==> config.mk <==
export PLATFORM = sky130hd
export DESIGN_NAME = ws2812_strip_drv_flat
export DESIGN_NICKNAME = d
export VERILOG_FILES = /design/src/rtl/ws2812_pkg.sv /design/src/rtl/ws2812_strip_drv_if.sv /design/src/rtl/ws2812_bit_tx.sv /design/src/rtl/ws2812_strip_drv.sv /design/src/flat_wrapper.sv
export SDC_FILE = /design/constraint.sdc
export NUM_CORES = 1
export LEC_CHECK = 0
export ABC_AREA = 0
export CORE_MARGIN = 2
export CORE_UTILIZATION = 67
export DETAILED_ROUTE_END_ITERATION = 12
export MAX_ROUTING_LAYER = met4
export PLACE_DENSITY = 0.87
export SLEW_MARGIN = 0
export SYNTH_ARGS = -nofsm -noshare
export SYNTH_HDL_FRONTEND = slang
export SYNTH_SLANG_ARGS = --single-unit
==> constraint.sdc <==
create_clock -name sys_clk -period 11.8 [get_ports sys_clk]
set_input_delay 1.77 -clock sys_clk [delete_from_list [all_inputs] [get_ports sys_clk]]
set_output_delay 1.77 -clock sys_clk [all_outputs]
set_load 0.005 [all_outputs]
==> src/rtl/ws2812_pkg.sv <==
// ws2812_pkg: shared states, 50 MHz timing defaults, colour order and pixel scaling helpers
package ws2812_pkg;
  typedef enum logic [2:0] {IDLE, FETCH, LOAD, SEND, LATCH} state_e;
  typedef enum logic {ORD_GRB = 1'b0, ORD_RGB = 1'b1} order_e;
  localparam int T0H_DEF = 20;
  localparam int T1H_DEF = 40;
  localparam int BIT_DEF = 63;
  localparam int RST_DEF = 15000;
  function automatic int addr_w(input int n);
    return n > 1 ? $clog2(n) : 1;
  endfunction
  function automatic logic [7:0] scale(input logic [7:0] c, input logic [7:0] b);
    logic [15:0] p;
    p = {8'd0, c} * ({8'd0, b} + 16'd1);
    return p[15:8];
  endfunction
  function automatic logic [23:0] wire_word(input logic [23:0] rgb, input logic [7:0] b, input order_e o);
    logic [7:0] r, g, bl;
    r = scale(rgb[23:16], b);
    g = scale(rgb[15:8], b);
    bl = scale(rgb[7:0], b);
    return o == ORD_RGB ? {r, g, bl} : {g, r, bl};
  endfunction
endpackage

==> src/rtl/ws2812_strip_drv_if.sv <==
// ws2812_strip_drv_if: frame control, pixel-memory read port and strip output of the driver
interface ws2812_strip_drv_if #(parameter int NUM_LEDS = 64) ();
  localparam int AW = ws2812_pkg::addr_w(NUM_LEDS);
  logic start;
  logic [7:0] brightness;
  logic order_rgb;
  logic pix_rd_en;
  logic [AW-1:0] pix_addr;
  logic [23:0] pix_rgb;
  logic busy;
  logic frame_done;
  logic led_data;
  modport master (input start, brightness, order_rgb, pix_rgb, output pix_rd_en, pix_addr, busy, frame_done, led_data);
  modport slave (output start, brightness, order_rgb, pix_rgb, input pix_rd_en, pix_addr, busy, frame_done, led_data);
endinterface

==> src/rtl/ws2812_bit_tx.sv <==
// ws2812_bit_tx: one bit period; high for T1H/T0H clocks then low, bit_done in the final clock
module ws2812_bit_tx #(
  parameter int T0H_CYC = 20,
  parameter int T1H_CYC = 40,
  parameter int BIT_CYC = 63
) (
  input  logic clk,
  input  logic rst,
  input  logic load,
  input  logic din,
  output logic dout,
  output logic bit_done
);
  localparam int CW = $clog2(BIT_CYC);
  logic [CW-1:0] cnt, th;
  logic active;
  assign bit_done = active && cnt == CW'(BIT_CYC - 1);
  // load wins over bit_done so back-to-back bits have no gap
  always_ff @(posedge clk or posedge rst)
    if (rst) begin
      cnt <= '0;
      th <= '0;
      active <= 1'b0;
      dout <= 1'b0;
    end else if (load) begin
      cnt <= '0;
      th <= din ? CW'(T1H_CYC) : CW'(T0H_CYC);
      active <= 1'b1;
      dout <= 1'b1;
    end else if (bit_done) begin
      active <= 1'b0;
      dout <= 1'b0;
    end else if (active) begin
      cnt <= cnt + 1'b1;
      dout <= cnt + 1'b1 < th;
    end
endmodule

==> src/rtl/ws2812_strip_drv.sv <==
// ws2812_strip_drv: reads NUM_LEDS pixels, scales and serialises them to a WS2812 strip, then latches
module ws2812_strip_drv import ws2812_pkg::*; #(
  parameter int NUM_LEDS = 64,
  parameter int T0H_CYC = T0H_DEF,
  parameter int T1H_CYC = T1H_DEF,
  parameter int BIT_CYC = BIT_DEF,
  parameter int RST_CYC = RST_DEF
) (
  input logic sys_clk,
  input logic sys_rst,
  ws2812_strip_drv_if.master bus
);
  localparam int AW = addr_w(NUM_LEDS);
  localparam logic [AW-1:0] LAST = AW'(NUM_LEDS - 1);
  localparam int LW = $clog2(RST_CYC + 1);
  state_e state;
  order_e ord;
  logic [7:0] br;
  logic [AW-1:0] pix;
  logic [4:0] bidx;
  logic [23:0] sh, stage, word;
  logic [LW-1:0] lcnt;
  logic fetch_q, load, ld_bit, bit_done, last_bit, last_pix;
  assign word = wire_word(bus.pix_rgb, br, ord);
  assign last_bit = bidx == 5'd23;
  assign last_pix = pix == LAST;
  assign load = state == LOAD || (state == SEND && bit_done && !(last_bit && last_pix));
  assign ld_bit = state == LOAD ? word[23] : last_bit ? stage[23] : sh[22];
  ws2812_bit_tx #(.T0H_CYC(T0H_CYC), .T1H_CYC(T1H_CYC), .BIT_CYC(BIT_CYC)) u_tx (
    .clk(sys_clk), .rst(sys_rst), .load(load), .din(ld_bit), .dout(bus.led_data), .bit_done(bit_done)
  );
  always_ff @(posedge sys_clk or posedge sys_rst)
    if (sys_rst) begin
      state <= IDLE;
      ord <= ORD_GRB;
      br <= '0;
      pix <= '0;
      bidx <= '0;
      sh <= '0;
      stage <= '0;
      lcnt <= '0;
      fetch_q <= 1'b0;
      bus.pix_rd_en <= 1'b0;
      bus.pix_addr <= '0;
      bus.busy <= 1'b0;
      bus.frame_done <= 1'b0;
    end else begin
      fetch_q <= bus.pix_rd_en;
      if (fetch_q) stage <= word;
      case (state)
        IDLE: if (bus.start) begin
          state <= FETCH;
          br <= bus.brightness;
          ord <= order_e'(bus.order_rgb);
          pix <= '0;
          bus.busy <= 1'b1;
          bus.pix_rd_en <= 1'b1;
          bus.pix_addr <= '0;
        end
        FETCH: begin
          bus.pix_rd_en <= 1'b0;
          state <= LOAD;
        end
        LOAD: begin
          sh <= word;
          bidx <= '0;
          bus.pix_rd_en <= NUM_LEDS > 1;
          if (NUM_LEDS > 1) bus.pix_addr <= bus.pix_addr + 1'b1;
          state <= SEND;
        end
        SEND: begin
          bus.pix_rd_en <= 1'b0;
          if (bit_done) begin
            if (!last_bit) begin
              sh <= sh << 1;
              bidx <= bidx + 1'b1;
            end else if (!last_pix) begin
              // entering the next pixel: prefetch the one after it, if any
              sh <= stage;
              bidx <= '0;
              pix <= pix + 1'b1;
              bus.pix_rd_en <= bus.pix_addr != LAST;
              if (bus.pix_addr != LAST) bus.pix_addr <= bus.pix_addr + 1'b1;
            end else begin
              state <= LATCH;
              lcnt <= '0;
              bus.frame_done <= RST_CYC == 1;
            end
          end
        end
        LATCH: begin
          lcnt <= lcnt + 1'b1;
          bus.frame_done <= lcnt == LW'(RST_CYC - 2);
          if (lcnt == LW'(RST_CYC - 1)) begin
            state <= IDLE;
            bus.busy <= 1'b0;
            bus.frame_done <= 1'b0;
          end
        end
        default: state <= IDLE;
      endcase
    end
endmodule

==> src/flat_wrapper.sv <==
// flat-port wrapper written by rule: the top's interface ports become plain ports
module ws2812_strip_drv_flat import ws2812_pkg::*;
#(
  parameter int NUM_LEDS = 64,
  parameter int T0H_CYC = T0H_DEF,
  parameter int T1H_CYC = T1H_DEF,
  parameter int BIT_CYC = BIT_DEF,
  parameter int RST_CYC = RST_DEF
)
  (sys_clk, sys_rst, bus_start, bus_brightness, bus_order_rgb, bus_pix_rgb, bus_pix_rd_en, bus_pix_addr, bus_busy, bus_frame_done, bus_led_data);
  ws2812_strip_drv_if #(.NUM_LEDS(NUM_LEDS)) bus_i ();
  input logic sys_clk;
  input logic sys_rst;
  input wire logic [$bits(bus_i.start)-1:0] bus_start;
  input wire logic [$bits(bus_i.brightness)-1:0] bus_brightness;
  input wire logic [$bits(bus_i.order_rgb)-1:0] bus_order_rgb;
  input wire logic [$bits(bus_i.pix_rgb)-1:0] bus_pix_rgb;
  output wire logic [$bits(bus_i.pix_rd_en)-1:0] bus_pix_rd_en;
  output wire logic [$bits(bus_i.pix_addr)-1:0] bus_pix_addr;
  output wire logic [$bits(bus_i.busy)-1:0] bus_busy;
  output wire logic [$bits(bus_i.frame_done)-1:0] bus_frame_done;
  output wire logic [$bits(bus_i.led_data)-1:0] bus_led_data;
  assign bus_i.start = bus_start;
  assign bus_i.brightness = bus_brightness;
  assign bus_i.order_rgb = bus_order_rgb;
  assign bus_i.pix_rgb = bus_pix_rgb;
  assign bus_pix_rd_en = bus_i.pix_rd_en;
  assign bus_pix_addr = bus_i.pix_addr;
  assign bus_busy = bus_i.busy;
  assign bus_frame_done = bus_i.frame_done;
  assign bus_led_data = bus_i.led_data;
  ws2812_strip_drv #(.NUM_LEDS(NUM_LEDS), .T0H_CYC(T0H_CYC), .T1H_CYC(T1H_CYC), .BIT_CYC(BIT_CYC), .RST_CYC(RST_CYC)) u_core (.sys_clk(sys_clk), .sys_rst(sys_rst), .bus(bus_i));
endmodule
## Yosys cells after proc, flatten, opt, wreduce, memory -nomap -nowiden

Index checks and enable logic that the tools add are counted.

| operators by class | value |
|---|---|
| eq/ne operators | 19 |
| $mul | 3 |
| div/mod/pow operators | 0 |
| magnitude comparators | 1 |
| add/subtract/negate cells | 6 |
| mux-type cells | 52 |
| reductions and logical operators | 25 |
| bitwise operators | 0 |
| shift-type cells | 0 |

Operators with widths:

| operator | number |
|---|---|
| $mux 6 | 12 |
| $mux 23 | 3 |
| $pmux 23 s2 | 1 |
| $mux 14 | 3 |
| $mul 8x16->16 | 2 |
| $eq 14x14->1 const B | 2 |
| $pmux 14 s2 | 1 |
| $mux 24 | 1 |
| $add 6x1->6 const B | 3 |
| $pmux 6 s3 | 1 |
| $mul 8x9->16 | 1 |
| $mux 1 | 16 |
| $mux 3 | 5 |
| $mux 5 | 3 |
| $pmux 3 s5 | 1 |
| $add 14x1->14 const B | 1 |
| $eq 6x6->1 const B | 2 |
| $pmux 6 s2 | 1 |
| $reduce_bool 2->1 | 6 |
| $ne 2x1->1 const B | 5 |
| $pmux 5 s2 | 1 |
| $reduce_and 5->1 | 2 |
| $add 8x1->9 const B | 1 |
| $eq 3x2->1 const B | 2 |
| 20 further kinds | 30 |

| word-level totals | value |
|---|---|
| latch bits | 0 |
| input bits | 36 |
| logic and storage cells | 123 |
| ROM bits | 0 |
| bits in writable memories | 0 |
| register bits after elaboration | 108 |
| memories | 0 |
| output and inout port bits | 10 |

## Logic depth before layout (Yosys ltp)

Gate-level depths: netlist of the first run.

| logic depth | value |
|---|---|
| depth in word-level cells | 7 |
| mapped depth | 20 |

## Cells and area by module

A second synthesis of the first run with hierarchy kept.

| unflattened totals | value |
|---|---|
| cell total of the unflattened synthesis | 1308 |
| area, all modules | 11918.9 um^2 |

By module, submodules not included:

| module | seq. area each (um^2) | cells an instance | times used | area each (um^2) |
|---|---|---|---|---|
| ws2812_strip_drv | 2352.3 | 1240 | 1 | 11262.1 |
| ws2812_bit_tx | 250.2 | 68 | 1 | 656.9 |

## Worst setup path after synthesis of the first run

OpenSTA, ideal clock, no wires.

| path | value |
|---|---|
| path kind | input -> register |
| start | input port bus_pix_rgb[15] |
| end | register u_core.sh[12] |
| arrival time | 6042 ps |
| buffers on the path | 0 |
| required time | 11674 ps |
| cell stages on the path | 15 |
| setup slack | 5632 ps |
| path through | and2_1 > fa_1 > fa_1 > fa_1 > inv_1 > fa_1 > inv_1 > ha_1 > and2_4 > a221o_1 > a221o_1 > a311o_1 > xor2_1 > o31ai_1 > o21ai_1 |

| on the way | value |
|---|---|
| longest elaborated chain between the ends | 3 |

Ends and longest elaborated chain:

| item | line | text |
|---|---|---|
| start, declared | flat_wrapper.sv:17 | `input wire logic [$bits(bus_i.pix_rgb)-1:0] bus_pix_rgb;` |
| $mul 8x16->16 | ws2812_pkg.sv:14 | `p = {8'd0, c} * ({8'd0, b} + 16'd1);` |
| $mux 24 | ws2812_pkg.sv:22 | `return o == ORD_RGB ? {r, g, bl} : {g, r, bl};` |
| $pmux 23 s2 | ws2812_strip_drv.sv:50 | `case (state)` |
| end signal, assigned | ws2812_strip_drv.sv:65 | `sh <= word;` |
| end signal, assigned | ws2812_strip_drv.sv:75 | `sh <= sh << 1;` |
| end signal, assigned | ws2812_strip_drv.sv:79 | `sh <= stage;` |
| end, declared | ws2812_strip_drv.sv:21 | `logic [23:0] sh, stage, word;` |

No other way between the ends.
A chain may end at the register's enable or synchronous reset.

## Worst setup path after layout of the first run

| path | value |
|---|---|
| start | input port bus_pix_rgb[15] |
| end | register u_core.stage[15] |

| on the way | value |
|---|---|
| longest elaborated chain between the ends | 2 |

Ends and longest elaborated chain:

| item | line | text |
|---|---|---|
| $mul 8x16->16 | ws2812_pkg.sv:14 |  |
| $mux 24 | ws2812_pkg.sv:22 |  |
| end signal, assigned | ws2812_strip_drv.sv:49 | `if (fetch_q) stage <= word;` |
| end, declared | ws2812_strip_drv.sv:21 |  |

No other way between the ends.

==> run summary, run 1 <==
Fin Hold WS: 455 ps
Register bit total from synthesis: 104
Lkg Pwr: 6.45 nW
EDFF count, synth: 0
RSZ-0062 raised after global routing: no
Starting Density: 68.1%
Crit path DAT: 6970 ps
Met2 routed WL: 12800 um
CP endpoint kind: flip-flop
Clock latency on the worst-skew pair: 350 ps
Switching part of the total: 25.4%
Fmax: 148 MHz
Slowest CP cell: clkdlybuf4s50_1
Commonest cells in the netlist: inv_1 (155), and2_1 (153), nand2_1 (147)
CP Cell Sequence: clkdlybuf4s50_1, and2_1, fa_1, fa_1, fa_1, inv_1, fa_1, inv_1, ha_1, and2_4, a221o_1, a221oi_2, o211ai_1, and2_1, a221oi_2, a21oi_1
Layout cells sized above 1: 4.36%
Gate Count Post-Synth: 1307
Router iterations before antenna repair: 5
Worst Setup Start Kind: input pin
Synth area leaders: dfrtp_1 (22%), fa_1 (21%), ha_1 (11%)
GRT Total Usage: 31.3%
Initial antenna violation count: 0
Vias in the first global route: 9572
Top routing layer in use: met4
M1 wire length: 10800 um
TritonCTS clock tree: built
Tcrit/Tclk final: 57.2%
Worst Tran Pin Value: 1120 ps
P per Cell Area: 55.6 mW/mm^2
Mapped Area: 0.0117 sq mm
Internal power: 0.524 mW
CTS Buf Count: 9
Maximum clock path buffer count: 2
Clk root buf: clkbuf_16
PortBufs: 45
Worst vdd ir: 0.0000923 V
DIE AREA: 0.0185 sq mm
Worst setup path startpoint: bus_pix_rgb[15]
Layout Nets: 1589
Final setup vio count: 0
Clk network pwr share: 43.1%
Reg2reg setup slack: 5060 ps
Max-cap violations: 0
Pin count of the biggest net entering global routing: 65
Main synth FF type: dfrtp_1
DP Worst Slack: 4750 ps
Final non-filler cell total: 1556
Syn avg cell area: 8.95 sq um
R2r startpoint: u_core.br[0]$_DFFE_PP0P_
Clock transition at the registers of the reported paths: 80 ps
CP endpoint: u_core.stage[15]$_DFFE_PP0P_
Placed wire-length estimate: 19100 um
Synth async-reset ratio: 100%
Share of the synthesized area in the top cell type: 22.3%
Vias per inst: 5.99
Post-cts sizing count: 0
Drt wl/cell: 16.6 um
Worst setup margin: 5050 ps
Area growth syn-to-layout: 8.03%
Worst hold path type: reg -> reg
Switching power: 0.179 mW
DRT antenna net count: 0
Global-route wire length before repair: 45400 um
Library cells used by synthesis: 61
Status: complete, no violations
DR DRC count: 0
N_diodes: 0
Core area: 0.0172 sq mm
Syn. warnings: 0
Gate power share: 6.2%
Post-CTS Setup Bufs: 0
Gpl congestion: 0.868
Met3 wire length: 1800 um
Clock sink total: 104
Worst r2r dst: u_core.stage[15]$_DFFE_PP0P_
Crit path kind: in -> reg
Setup TNS: 0 ps
Reg power frac: 50.7%
Hold Crit Start: u_core.bus.pix_rd_en$_DFFE_PP0P_
Required @ worst endpoint: 12020 ps
Grt total ovfl: 0
Critical path fanouts, max: 9
Overall power: 0.703 mW
Placed insts: 1540
Htree depth: 3
Via count: 9328
Max-Slew Margin vs Limit: 25.3%
Hold Fails Final Rpt: 0
Layout fillers: 1231
Worst Clk Skew: 9.47 ps
Sequential area share after synthesis: 22.3%
Crit path time final: 6750 ps
Routed wire length: 25900 um
Peak per-stage delay on the critical path: 550 ps
CP most frequent cell: fa_1
Num ports: 46
Top-count cell post-synth: inv_1
R2R depth: 20
Synth area leader: dfrtp_1
Drt initial violations: 816
Max-slew violation count: 0
Row count: 48
Die height: 136 um
Die Wd: 136 um
Synth Net Count: 1570
CTS Hold Bufs: 0
## cell families (layout without fill, tap and decap cells)
group                    Yosys count  in the layout  share of synthesized area [%]
AO/OA/AOI/OAI                    174            174                           9.29
XOR/XNOR                          61             61                           4.57
adder cells (fa/ha/maj)          227            227                           32.0
buffers and inverters            207            231                           6.74
flip-flops                       104            104                           22.3
multiplexers                      30             30                           2.74
AND/OR/NAND/NOR                  504            504                           22.4
## per-stage QoR
stage | area [sq um] | util (%)
after floorplan | 11700 | -
after global placement | 12300 | 71.8
final | 12600 | 73.6
after global routing | 12600 | 73.6
after CTS | 12600 | 73.6
after detailed placement | 12300 | 71.8
## how the worst min path moves through the flow
| stage | end | slack [ps] | cells past startpoint |
|---|---|---|---|
| global placement | u_core.fetch_q$_DFF_PP0_ | 430 | 0 |
| finish | u_core.fetch_q$_DFF_PP0_ | 450 | 0 |
| global route | u_core.fetch_q$_DFF_PP0_ | 470 | 0 |
| CTS | u_core.fetch_q$_DFF_PP0_ | 460 | 0 |
| detailed placement | u_core.fetch_q$_DFF_PP0_ | 430 | 0 |
| floorplan | u_core.fetch_q$_DFF_PP0_ | 400 | 0 |
## flip-flops by register name (all words and copies together) (netlist names), 2 cells and up
name,flops
u_core.stage,24
u_core.bus.pix_addr,6
u_core.lcnt,14
u_core.bidx,5
u_core.pix,6
u_core.u_tx.cnt,6
u_core.br,8
u_core.u_tx.th,2
u_core.sh,23
u_core.state,3
## final cells by class
| cell class | count | area, sq um | area share [%] |
|---|---|---|---|
| clock buffer | 9 | 225 | 1.78 |
| timing repair buffer | 58 | 548 | 4.34 |
| multi-input combinational | 996 | 8310 | 65.8 |
| inverter | 157 | 592 | 4.68 |
| tap | 225 | 282 | 2.23 |
| clock inverter | 7 | 76.3 | 0.604 |
| sequential | 104 | 2600 | 20.6 |
## per-layer routing
metal | vias up | track usage (%)
met1 | 4556 | 41.4
li1 | 4324 | -
met2 | 387 | 52.2
met3 | 61 | 3.39
met5 | - | -
met4 | 0 | 7.87
## placed cells by master, fill, tap and decap left out, types with 6 or more instances in the layout
master | synthesis | layout
a21o_1 | 6 | 6
a21oi_1 | 50 | 50
a31oi_1 | 14 | 14
and2_1 | 153 | 153
and3_1 | 16 | 16
buf_4 | 0 | 13
clkbuf_16 | 0 | 9
clkdlybuf4s50_1 | 0 | 45
dfrtp_1 | 104 | 104
fa_1 | 120 | 120
ha_1 | 107 | 107
inv_1 | 155 | 154
mux2_2 | 16 | 16
mux2i_1 | 14 | 14
nand2_1 | 147 | 147
nand2b_1 | 7 | 7
nand3_1 | 36 | 36
nand4_1 | 19 | 19
nand4b_1 | 8 | 8
nor2_1 | 62 | 62
nor2b_1 | 20 | 20
nor3_1 | 17 | 16
o21ai_0 | 51 | 51
o31ai_1 | 9 | 9
xnor2_1 | 30 | 30
xor2_1 | 31 | 31
## power groups by stage
stage	registers [mW]	clock network, mW	logic [mW]
floorplan	0.363	0	0.0172
global placement	0.363	0	0.0426
detailed placement	0.363	0	0.0436
CTS	0.356	0.309	0.0441
global route	0.356	0.321	0.0492
finish	0.356	0.303	0.0438
## critical path: cells and delay by family
kind                     cells  cell delay [ps]
adder cells (fa/ha/maj)      5             2430
AND/OR/NAND/NOR              3              640
AO/OA/AOI/OAI                5             1490
buffers and inverters        3              640
No activity file was read; power rests on OpenSTA's default activity.
==> inputs of run 2 (changes only) <==
--- a/config.mk
+++ b/config.mk
@@ -7,10 +7,10 @@
 export LEC_CHECK = 0
 export ABC_AREA = 0
 export CORE_MARGIN = 2
-export CORE_UTILIZATION = 67
+export CORE_UTILIZATION = 57
 export DETAILED_ROUTE_END_ITERATION = 12
 export MAX_ROUTING_LAYER = met4
-export PLACE_DENSITY = 0.87
+export PLACE_DENSITY = 0.78
 export SLEW_MARGIN = 0
 export SYNTH_ARGS = -nofsm -noshare
 export SYNTH_HDL_FRONTEND = slang
==> constraint.sdc (replaced) <==
create_clock -name sys_clk -period 5.7 [get_ports sys_clk]
set_input_delay 0.855 -clock sys_clk [delete_from_list [all_inputs] [get_ports sys_clk]]
set_output_delay 0.855 -clock sys_clk [all_outputs]
set_load 0.005 [all_outputs]
==> run 2 against run 1 <==
Worst hold slack improved by 20 ps. Global-route usage decreased by 4.8 points. Critical path depth unchanged. Sequential power increased by 110%. Total power increased by 110%. Sequential cell count unchanged.
==> run summary, run 2 (synthesized netlist as in run 1, its figures left out) <==
Status: complete, no violations
Highest-count cells in the layout ignoring fill and taps: inv_1 (154), and2_1 (153), nand2_1 (147)
CP top delay family: adder cells
Lkg Pwr: 6.72 nW
Grt total ovfl: 0
TritonCTS clock tree: built
Maximum clock path buffer count: 2
Starting Density: 58.0%
Hold Crit Start: u_core.bus.pix_rd_en$_DFFE_PP0P_
R2r startpoint: u_core.br[2]$_DFFE_PP0P_
Top flop regs: u_core.stage x24, u_core.sh x23, u_core.lcnt x14
Row count: 52
GRT Total Usage: 26.5%
Overall power: 1.46 mW
Placed cell areas: 0.0128 sq mm
P per Cell Area: 111 mW/mm^2
Fin area: 0.0132 sq mm
Die Wd: 147 um
Clock sink total: 104
Required @ worst endpoint: 5980 ps
Hold Fails Final Rpt: 0
Global-route wire length before repair: 46000 um
WHS Path Cells: 0
Core area: 0.0202 sq mm
Gpl congestion: 0.879
Max FFs per register: 24
Clock transition at the registers of the reported paths: 80 ps
Peak per-stage delay on the critical path: 570 ps
Worst Clk Skew: 13.0 ps
Drt initial violations: 540
Fin Hold WS: 475 ps
Reg2reg setup slack: 200 ps
CTS Hold Bufs: 0
CP endpoint kind: flip-flop
Clock latency on the worst-skew pair: 360 ps
Die height: 147 um
WP buf/inv: 3
Drt wl/cell: 16.2 um
Vias in the first global route: 9602
Crit path time final: 5510 ps
Worst hold path type: reg -> reg
Worst r2r dst: u_core.stage[20]$_DFFE_PP0P_
Vias per inst: 5.70
Crit path kind: in -> reg
Worst Hold Endpoint: u_core.fetch_q$_DFF_PP0_
Htree depth: 3
Router iterations before antenna repair: 5
Num ports: 46
Worst vdd ir: 0.000155 V
Clk root buf: clkbuf_16
Placed wire-length estimate: 19800 um
DR DRC count: 0
R2R depth: 18
Initial antenna violation count: 0
Via count: 9424
Layout cells sized above 1: 9.11%
Worst setup path startpoint: bus_pix_rgb[15]
Worst Setup Start Kind: input pin
Layout Nets: 1641
DRT antenna net count: 0
Tcrit/Tclk final: 96.6%
Largest register by flop count: u_core.stage
Max-Slew Margin vs Limit: 24.4%
Pin count of the biggest net entering global routing: 70
Critical path fanouts, max: 4
Worst Tran Pin Value: 1130 ps
Slowest CP cell: fa_1
CP Cell Sequence: clkdlybuf4s50_1, and2_1, fa_1, fa_1, fa_1, inv_1, fa_1, inv_1, ha_4, and2_4, a221o_1, a221o_1, a311o_1, xor2_2, mux2i_1, a21oi_1
Crit path DAT: 5780 ps
Max-slew violation count: 0
Max-cap violations: 0
PortBufs: 45
CP most frequent cell: fa_1
Fmax: 182 MHz
Most common cell after layout, fill and taps aside: inv_1
Routed wire length: 26800 um
Area growth syn-to-layout: 13.1%
N_diodes: 0
Final setup vio count: 0
CTS Buf Count: 9
DIE AREA: 0.0217 sq mm
run 2: repair_timing:
item,in CTS,in global routing
gates resized for setup,4,22
pin swaps,1,9
cloned,0,0
endpoints found under the hold margin,0,0
buffers inserted,0,5
setup endpoints to repair,12,26
run 2: worst max path at each step:
| stage | end | slack [ps] | cells after the start |
|---|---|---|---|
| 2_1_floorplan | u_core.sh[12]$_DFFE_PP0P_ | 70 | 20 |
| 5_1_grt | u_core.stage[20]$_DFFE_PP0P_ | -40 | 18 |
| 6_report | u_core.stage[20]$_DFFE_PP0P_ | 190 | 16 |
| 3_3_place_gp | u_core.stage[20]$_DFFE_PP0P_ | -210 | 16 |
| 3_5_place_dp | u_core.stage[20]$_DFFE_PP0P_ | -340 | 16 |
| 4_1_cts | u_core.stage[20]$_DFFE_PP0P_ | 20 | 17 |
run 2: metal layers:
metal  routed length (um)  global-route usage, %  share of wire, %
met5                    0                      -                 0
met3                 1270                   3.11               4.7
met2                13200                   43.5                49
met4                  350                   5.72               1.3
met1                12000                   35.9                45
run 2: power by group:
part / leakage (nW) / switching, mW / internal, mW / total [mW]
combinational: 5.33 / 0.0587 / 0.0459 / 0.105
clock: 0.147 / 0.312 / 0.311 / 0.623
sequential: 1.24 / 0 / 0.737 / 0.737
total: 6.72 / 0.371 / 1.09 / 1.46
run 2: per-stage QoR:
stage	cells	TNS [ps]	util (%)	setup slack, ps
2_1_floorplan	1307	0	-	70.0
3_3_place_gp	1632	-1950	63.2	-211
3_5_place_dp	1632	-3450	63.2	-339
4_1_cts	1648	0	64.8	22.5
5_1_grt	1653	-212	65.6	-44.9
6_report	1653	0	65.6	193
run 2: area by class of cell:
class | count | area (sq um)
inverters | 157 | 592
multi-input cells | 996 | 8420
repair buffers | 110 | 977
clock inverters | 7 | 70.1
fillers | 1583 | 6940
clock buffers | 9 | 225
flip-flops and latches | 104 | 2610
well taps | 270 | 338
run 2: worst register-to-register path, cell delays in order, from the launching register on:
cell and delay [ps]:
dfrtp_2 440, nand3_1 100, nor2_2 140, xor2_1 280, buf_4 210, nand2_1 80
fa_1 460, fa_1 500, inv_1 60, fa_1 530, fa_1 500, ha_1 340
and2_4 170, a221o_1 370, a221o_1 370, a311o_1 310, xor2_2 280, mux2i_1 120
a21oi_1 170
==> inputs of run 3 (changes only) <==
--- a/config.mk
+++ b/config.mk
@@ -7,10 +7,10 @@
 export LEC_CHECK = 0
 export ABC_AREA = 0
 export CORE_MARGIN = 2
-export CORE_UTILIZATION = 57
+export CORE_UTILIZATION = 67
 export DETAILED_ROUTE_END_ITERATION = 12
 export MAX_ROUTING_LAYER = met4
-export PLACE_DENSITY = 0.78
+export PLACE_DENSITY = 0.87
 export SLEW_MARGIN = 0
 export SYNTH_ARGS = -nofsm -noshare
 export SYNTH_HDL_FRONTEND = slang
==> constraint.sdc (replaced) <==
create_clock -name sys_clk -period 7.1 [get_ports sys_clk]
set_input_delay 1.065 -clock sys_clk [delete_from_list [all_inputs] [get_ports sys_clk]]
set_output_delay 1.065 -clock sys_clk [all_outputs]
set_load 0.005 [all_outputs]
==> run 3 against run 2 <==
Register-to-register slack better by 650 ps. Critical path type is now reg -> reg. Sequential share of layout area up 0.80 points. Die area down 15%. Clock power down 15%. Final area down 4.1%.
==> run summary, run 3 (synthesized netlist as in run 1, its figures left out) <==
Worst Clk Skew: 7.60 ps
Final setup vio count: 0
DIE AREA: 0.0185 sq mm
Worst Hold Endpoint: u_core.fetch_q$_DFF_PP0_
Core area: 0.0172 sq mm
Area growth syn-to-layout: 8.48%
Post-CTS Setup Bufs: 0
Most common cell after layout, fill and taps aside: inv_1
Lkg Pwr: 6.49 nW
Num ports: 46
Max-slew violation count: 0
Htree depth: 3
Hold Crit Start: u_core.bus.pix_rd_en$_DFFE_PP0P_
Starting Density: 68.1%
Largest register by flop count: u_core.stage
Worst vdd ir: 0.000158 V
Drt wl/cell: 17.2 um
Initial antenna violation count: 0
Max-Slew Margin vs Limit: 25.1%
Fmax: 160 MHz
Worst setup margin: 847 ps
Overall power: 1.19 mW
Fin Hold WS: 453 ps
Vias per inst: 5.99
WHS Path Cells: 0
Top routing layer in use: met4
DP Worst Slack: 720 ps
CTS Hold Bufs: 0
Layout cells sized above 1: 4.79%
Required @ worst endpoint: 7310 ps
Layout Nets: 1595
Routed wire length: 26800 um
Vias in the first global route: 9679
Max-cap violations: 0
Worst r2r dst: u_core.stage[22]$_DFFE_PP0P_
Tcrit/Tclk final: 88.1%
Clk root buf: clkbuf_16
Row count: 48
DRT antenna net count: 0
Final non-filler cell total: 1562
Status: complete, no violations
Max FFs per register: 24
Worst hold path type: reg -> reg
Via count: 9362
N_diodes: 0
Router iterations before antenna repair: 5
Fin area: 0.0127 sq mm
M1 wire length: 11100 um
P per Cell Area: 94.1 mW/mm^2
Clock sink total: 104
GRT Total Usage: 32.0%
PortBufs: 45
Worst Setup Start Kind: flip-flop
Placed insts: 1546
Drt initial violations: 753
Clock latency on the worst-skew pair: 360 ps
Crit path kind: reg -> reg
Global-route wire length before repair: 46000 um
R2r startpoint: u_core.br[0]$_DFFE_PP0P_
Crit path DAT: 6460 ps
Top flop regs: u_core.stage x24, u_core.sh x23, u_core.lcnt x14
Worst Tran Pin Value: 1120 ps
Post-cts sizing count: 0
Setup TNS: 0 ps
Die height: 136 um
CP endpoint kind: flip-flop
Die Wd: 136 um
Placed cell areas: 0.0124 sq mm
Core Util, Final: 73.9%
Critical path fanouts, max: 24
Reg2reg setup slack: 850 ps
Gpl congestion: 0.866
Hold Fails Final Rpt: 0
TritonCTS clock tree: built
Met2 routed WL: 13300 um
CTS Buf Count: 9
DR DRC count: 0
Clock transition at the registers of the reported paths: 70 ps
Met3 wire length: 1840 um
Grt total ovfl: 0
Pin count of the biggest net entering global routing: 75
Highest-count cells in the layout ignoring fill and taps: inv_1 (154), and2_1 (153), nand2_1 (147)
RSZ-0062 raised after global routing: no
R2R depth: 16
Crit path time final: 6250 ps
Maximum clock path buffer count: 2
Placed wire-length estimate: 19500 um
==> run 3: area by class of cell <==
class                   count  area (sq um)
multi-input cells         996          8310
fillers                  1233          4490
flip-flops and latches    104          2600
repair buffers             64           593
inverters                 157           592
well taps                 225           282
clock buffers               9           225
clock inverters             7          83.8
==> run 3: critical path: stages (launching register included) <==
cell	delay [ps]
dfrtp_1	530
ha_1	930
and2_1	260
fa_1	420
fa_1	520
fa_1	550
inv_1	60
fa_1	540
inv_1	40
ha_1	330
and2_4	160
a221o_1	380
a221oi_2	430
o21ai_1	190
a21oi_2	300
xor2_1	290
o221ai_1	170
==> run 3: how the worst max path moves through the flow <==
stage	start	to	slack [ps]
2_1_floorplan	u_core.br[0]$_DFFE_PP0P_	u_core.sh[12]$_DFFE_PP0P_	1470
3_3_place_gp	bus_pix_rgb[15]	u_core.sh[15]$_DFFE_PP0P_	850
3_5_place_dp	bus_pix_rgb[15]	u_core.sh[15]$_DFFE_PP0P_	720
4_1_cts	u_core.br[0]$_DFFE_PP0P_	u_core.stage[22]$_DFFE_PP0P_	930
5_1_grt	u_core.br[0]$_DFFE_PP0P_	u_core.stage[22]$_DFFE_PP0P_	530
6_report	u_core.br[0]$_DFFE_PP0P_	u_core.stage[22]$_DFFE_PP0P_	850
==> run 3: report_power, final <==
part           switching, mW  leakage [nW]  total, mW  internal, mW
clock                  0.246         0.155      0.528         0.282
combinational         0.0454          5.08     0.0748        0.0294
sequential                 0          1.25      0.592         0.592
==> run 3: layer usage <==
metal	vias to the layer above	global-route usage, %
li1	4331	-
met3	67	4.92
met2	358	52.8
met5	-	-
met1	4606	40.8
met4	0	10.2
